### config.mk
export PLATFORM = sky130hd
export DESIGN_NAME = whack_scorer
export DESIGN_NICKNAME = d
export VERILOG_FILES = /design/src/rtl/whack_scorer.sv
export SDC_FILE = /design/constraint.sdc
export NUM_CORES = 1
export LEC_CHECK = 0
export CAP_MARGIN = 0
export CORE_ASPECT_RATIO = 0.9
export CORE_UTILIZATION = 45
export DETAILED_ROUTE_END_ITERATION = 16
export PLACE_DENSITY = 0.64
export SLEW_MARGIN = 0
export SYNTH_ARGS = -nofsm -noshare
export SYNTH_HDL_FRONTEND = slang
export SYNTH_SLANG_ARGS = --single-unit
export TNS_END_PERCENT = 1
### constraint.sdc
create_clock -name clk -period 14.67 [get_ports clk]
set_clock_uncertainty 0.2 [all_clocks]
set_input_delay 2.2005 -clock clk [delete_from_list [all_inputs] [get_ports clk]]
set_output_delay 2.2005 -clock clk [all_outputs]
set_load 0.01 [all_outputs]
### src/rtl/whack_scorer.sv
// whack_scorer: scoring core for a whack-a-mole game.
//   Watches the player switches against the lit-mole field. Any switch toggle
//   is a whack: on a lit lane it is a hit worth a time-dependent number of
//   points, on a dark lane it costs one point. The core counts completed
//   rounds and ends the game after NUM_ROUNDS of them.
// Ports:
//   clk, rst      system clock, asynchronous active-high reset
//   start         single-cycle pulse: begin a new game (from IDLE or OVER)
//   count[27:0]   free-running round tick counter shared with the mole stage
//   moles[9:0]    lit-mole vector
//   switch[9:0]   synchronised player switches
//   score[13:0]   accumulated score, floored at 0, saturated at MAX_SCORE
//   last_points   gain of the most recent cycle that had any whack
//   round[4:0]    completed rounds this game
//   hits[9:0]     successful whacks this game (saturating)
//   playing       high while a game is in progress
//   game_over     high after the final round until the next start
module whack_scorer #(
  parameter int ROUND_TICKS = 20000000,
  parameter int NUM_ROUNDS  = 30,
  parameter int MAX_SCORE   = 9999
) (
  input  logic        clk,
  input  logic        rst,
  input  logic        start,
  input  logic [27:0] count,
  input  logic [9:0]  moles,
  input  logic [9:0]  switch,
  output logic [13:0] score,
  output logic [7:0]  last_points,
  output logic [4:0]  round,
  output logic [9:0]  hits,
  output logic        playing,
  output logic        game_over
);

  localparam logic [31:0] RT     = 32'(ROUND_TICKS);
  localparam logic [31:0] MAX_SC = 32'(MAX_SCORE);
  localparam logic [4:0]  NR     = 5'(NUM_ROUNDS);

  typedef enum logic [1:0] {IDLE, PLAY, OVER} state_t;

  state_t      state_q, state_d;
  logic [9:0]  switch_q, moles_q;
  logic [13:0] score_q, score_d;
  logic [7:0]  last_points_q, last_points_d;
  logic [4:0]  round_q, round_d;
  logic [9:0]  hits_q, hits_d;

  logic [9:0]  edge_v, hit_v, miss_v;
  logic [31:0] hit_cnt, miss_cnt, pts, gain, total, net, hsum;
  logic [31:0] count_w;

  function automatic logic [31:0] popcnt(input logic [9:0] v);
    logic [31:0] c;
    c = 32'd0;
    for (int i = 0; i < 10; i++) c = c + {31'd0, v[i]};
    return c;
  endfunction

  // Datapath: whack detection and point arithmetic, all in 32 bits so the
  // intermediate sums never wrap before clamping.
  always_comb begin
    edge_v   = switch ^ switch_q;
    hit_v    = edge_v & moles_q;
    miss_v   = edge_v & ~moles_q;
    hit_cnt  = popcnt(hit_v);
    miss_cnt = popcnt(miss_v);
    count_w  = {4'd0, count};
    // Earlier in the round is worth more: one extra point per 2^20 ticks left.
    pts      = (count_w <= RT) ? ((RT - count_w) >> 20) + 32'd1 : 32'd1;
    gain     = hit_cnt * pts;
    // Gain and penalty net first, then floor at 0 and cap at MAX_SCORE.
    total    = {18'd0, score_q} + gain;
    if (total <= miss_cnt)  net = 32'd0;
    else                    net = total - miss_cnt;
    if (net > MAX_SC)       net = MAX_SC;
    hsum     = {22'd0, hits_q} + hit_cnt;
    if (hsum > 32'd1023)    hsum = 32'd1023;
  end

  always_comb begin
    state_d       = state_q;
    score_d       = score_q;
    last_points_d = last_points_q;
    round_d       = round_q;
    hits_d        = hits_q;
    unique case (state_q)
      IDLE, OVER: begin
        // Whacks outside PLAY are never scored, including on the start edge.
        if (start) begin
          state_d       = PLAY;
          score_d       = 14'd0;
          last_points_d = 8'd0;
          round_d       = 5'd0;
          hits_d        = 10'd0;
        end
      end
      PLAY: begin
        score_d = 14'(net);
        hits_d  = 10'(hsum);
        if (|edge_v) last_points_d = (gain > 32'd255) ? 8'hFF : 8'(gain);
        if (count_w == RT) begin
          round_d = round_q + 5'd1;
          if (round_d == NR) state_d = OVER;
        end
      end
      default: state_d = IDLE;
    endcase
  end

  always_ff @(posedge clk or posedge rst) begin
    if (rst) begin
      state_q       <= IDLE;
      switch_q      <= 10'd0;
      moles_q       <= 10'd0;
      score_q       <= 14'd0;
      last_points_q <= 8'd0;
      round_q       <= 5'd0;
      hits_q        <= 10'd0;
    end else begin
      state_q       <= state_d;
      switch_q      <= switch;
      moles_q       <= moles;
      score_q       <= score_d;
      last_points_q <= last_points_d;
      round_q       <= round_d;
      hits_q        <= hits_d;
    end
  end

  assign score       = score_q;
  assign last_points = last_points_q;
  assign round       = round_q;
  assign hits        = hits_q;
  assign playing     = (state_q == PLAY);
  assign game_over   = (state_q == OVER);

endmodule

==> flow_summary.toml <==
[logic_synthesis]
synth_edf_count = 0
area_of_the_mapped_netlist_mm2 = 0.00686
synth_cells = 796
seq_area_frac_synth_pct = 21.5
yosys_warnings = 0
synth.distinct_cells = 78
avgSynthCellArea_um2 = 8.61
ys_async_sr_fraction_pct = 100
synthFlopType = "sky130_fd_sc_hd__dfrtp_1"
synth.ff_latch_count = 59

[critical_path]
worst_ep_arrival_time_ns = 12.65
cell_seen_most_often_among_critical_path_stages = "sky130_fd_sc_hd__fa_1"
worst-setup-path-type = "input port to flip-flop"
crit_path_top_delay_cell = "sky130_fd_sc_hd__a2111oi_4"
crit_path_max_fanout = 13
crit_family = "adder cells"
cp_num_buf_inv = 4
worst_setup_path_end_kind = "flip-flop"
critPathLaunchType = "input port"
critPathRequiredTime_ns = 14.74
cp_slowest_stage_delay_ns = 0.59

[cts]
ctsHoldBuffers = 0
tritoncts_clock_tree = "yes"
clock_tree.buffer_depth = 2
resized_cells_post_cts = 0
cts_root_buffer = "sky130_fd_sc_hd__clkbuf_16"
clkSinkCount = 59
clk_transition_reported_paths_ns = 0.06
worst_skew_pair.late_latency_ns = 0.34
h-tree-depth = 3
cts_made_buffers = 9
post_cts_buffers = 0

[finish]
antennaDiodeCount = 0
final_net_count = 1082
fin_cells = 1118
area.growth.synth_to_final_pct = 21.6
fillerInstances = 1378
layout.cell_area.non_filler_mm2 = 0.00834
final_layout_size_suffix_gt1_share_pct = 4.67

[sta]
setup-violations-final = 0
setup_total_negative_slack_ns = 0
worstMarginPinSlew_ns = 0.959
finalWorstPathRequiredPeriod_ns = 12.58
rsz0062_at_grt = "no"
max_freq_mhz = 79.5
period_share_pct = 85.7
drv_slew = 0
slew_headroom_pct = 35.9
timing.final.hold_violations = 0
hold_slack_ns = 0.315

[global_routing]
number_of_global_route_vias_before_repair = 6156
grt_antenna_before_repair = 0
grt_usage_pct = 23.4
first_pass_grt_wire_length_um = 29800
grt_max_degree = 60
remaining_global_route_overflow = 0

[route]
drt_wl_total_um = 17200
detailedRoute.firstIterationViolations = 433
vias = 6135
first_pass_iters = 5
viasPerCell = 5.49
wire_per_inst_um = 15.4
remaining_antenna_violation_count_after_routing = 0
post-route-drc-count = 0

[power_and_ir_drop]
irDropWorstVdd_uv = 139
power.density_mw_per_mm2 = 207
leakage_uw = 0.00398
total_power_uw = 1730

[floorplanning]
ports = 90
core_area_mm2 = 0.0148
die_x_um = 132
dieArea_mm2 = 0.0157
row_count = 42
starting_utilization_of_the_core_area_pct = 46.3
die-height_um = 119

[placed_design]
postPlaceCellArea_mm2 = 0.00805
dp.cells = 1102
io_buffers = 89
gp_congestion = 0.872
hpwl_um = 14000

[min_path]
hold_class = "flip-flop to flip-flop"

[flow_run]
cap_viol_max_count = 0

[status]
outcome = "finished clean"
==> layer usage <==
layer | global-route usage (%) | share of wire [%]
met2 | 37.4 | 45
met5 | 0 | 0
met1 | 33.6 | 50
met3 | 3.02 | 4.0
met4 | 5.23 | 0.97
==> cells in the mapped netlist (17+ instances only) <==
| library cell | instances | area (um2) |
|---|---|---|
| sky130_fd_sc_hd__xnor2_1 | 24 | 210 |
| sky130_fd_sc_hd__nor2_1 | 44 | 165 |
| sky130_fd_sc_hd__inv_1 | 89 | 334 |
| sky130_fd_sc_hd__nand3_1 | 20 | 100 |
| sky130_fd_sc_hd__o21ai_0 | 54 | 270 |
| sky130_fd_sc_hd__nand2_1 | 76 | 285 |
| sky130_fd_sc_hd__dfrtp_1 | 59 | 1480 |
| sky130_fd_sc_hd__nand2b_1 | 21 | 131 |
| sky130_fd_sc_hd__a21oi_1 | 41 | 205 |
| sky130_fd_sc_hd__ha_1 | 80 | 1000 |
| sky130_fd_sc_hd__fa_1 | 36 | 721 |
| sky130_fd_sc_hd__a21o_1 | 17 | 128 |
| sky130_fd_sc_hd__xor2_1 | 27 | 236 |
==> state kept, by name, summed over array words and instances (netlist names) <==
signal,count
last_points,8
round,5
hits,10
score,14
moles_q,10
state_q,2
switch_q,10
==> final timing paths <==
path | start | to | slack [ns] | cells past startpoint
worst max-delay path | switch[0] | score[4] | 2.09 | 36
worst min-delay path | last_points[0] | last_points[0] | 0.32 | 1
worst max register to register | switch_q[0] | score[4] | 4.01 | 35
worst min register to register | last_points[0] | last_points[0] | 0.32 | 1
max in group asynchronous | rst | score[13] | 11.56 | 3
min in group asynchronous | rst | hits[7] | 2.21 | 3
==> where the power goes <==
group | switching [uW] | leakage, uW | internal (uW)
clock network | 80.3 | 0.000136 | 120
registers | 22.5 | 0.000674 | 190
logic | 770 | 0.00317 | 546
==> logic make-up after synthesis <==
group | Yosys count | synth area share (%)
AND/OR/NAND/NOR | 252 | 18.8
AO/OA/AOI/OAI | 207 | 21.1
adder cells (fa/ha/maj) | 117 | 25.3
buffers and inverters | 105 | 6.08
flip-flops | 59 | 21.5
XOR/XNOR | 52 | 6.75
other | 2 | 0.110
multiplexers | 2 | 0.310
==> worst reg2reg max path: cells and delay by family, from the launching register on <==
| kind | cells | cell delay, ns |
|---|---|---|
| buf+inv | 3 | 0.15 |
| flops | 1 | 0.37 |
| xor+xnor | 3 | 0.83 |
| simple gates | 9 | 2.10 |
| fa+ha+maj | 11 | 4.54 |
| compound gates | 9 | 2.43 |
==> stage by stage <==
| step | util [%] | setup slack [ns] |
|---|---|---|
| global placement | 54.3 | 1.92 |
| global route | 56.3 | 1.44 |
| detailed placement | 54.3 | 1.77 |
| CTS | 56.3 | 2.10 |
| floorplan | - | 3.50 |
| finish | 56.3 | 2.09 |
==> layout make-up <==
cell class                      count  area, um2  share of cell area, %
Multi-Input combinational cell    663       5080                   60.9
Timing Repair Buffer               92        913                   11.0
Tap cell                          198        248                   2.97
Inverter                           90        338                   4.05
Sequential cell                    59       1480                   17.7
Clock inverter                      6       46.3                  0.555
Clock buffer                       10        239                   2.87
==> placed cells by master (no fill, tap or decap), types with 5 or more instances in the layout <==
| master | Yosys | routed |
|---|---|---|
| sky130_fd_sc_hd__o31ai_1 | 7 | 7 |
| sky130_fd_sc_hd__a21oi_1 | 41 | 41 |
| sky130_fd_sc_hd__nor4_1 | 5 | 5 |
| sky130_fd_sc_hd__nor3_1 | 15 | 15 |
| sky130_fd_sc_hd__clkdlybuf4s50_1 | 0 | 89 |
| sky130_fd_sc_hd__xor2_1 | 27 | 27 |
| sky130_fd_sc_hd__nor2_1 | 44 | 44 |
| sky130_fd_sc_hd__a22oi_1 | 8 | 8 |
| sky130_fd_sc_hd__nand2b_1 | 21 | 21 |
| sky130_fd_sc_hd__ha_1 | 80 | 80 |
| sky130_fd_sc_hd__nand2_1 | 76 | 76 |
| sky130_fd_sc_hd__and2_1 | 16 | 16 |
| sky130_fd_sc_hd__o21a_1 | 9 | 9 |
| sky130_fd_sc_hd__a21o_1 | 17 | 17 |
| sky130_fd_sc_hd__nor2b_1 | 16 | 16 |
| sky130_fd_sc_hd__conb_1 | 2 | 33 |
| sky130_fd_sc_hd__dfrtp_1 | 59 | 59 |
| sky130_fd_sc_hd__o21ai_0 | 54 | 54 |
| sky130_fd_sc_hd__clkbuf_16 | 0 | 9 |
| sky130_fd_sc_hd__a32o_1 | 6 | 6 |
| sky130_fd_sc_hd__nand3_1 | 20 | 20 |
| sky130_fd_sc_hd__inv_1 | 89 | 88 |
| sky130_fd_sc_hd__xnor2_1 | 24 | 24 |
| sky130_fd_sc_hd__fa_1 | 36 | 36 |
| sky130_fd_sc_hd__a41oi_1 | 6 | 6 |
| sky130_fd_sc_hd__nand4_1 | 5 | 5 |
| sky130_fd_sc_hd__o211ai_1 | 7 | 7 |
| sky130_fd_sc_hd__a22o_1 | 12 | 12 |
Note: power is estimated with default switching activity, not from simulation.
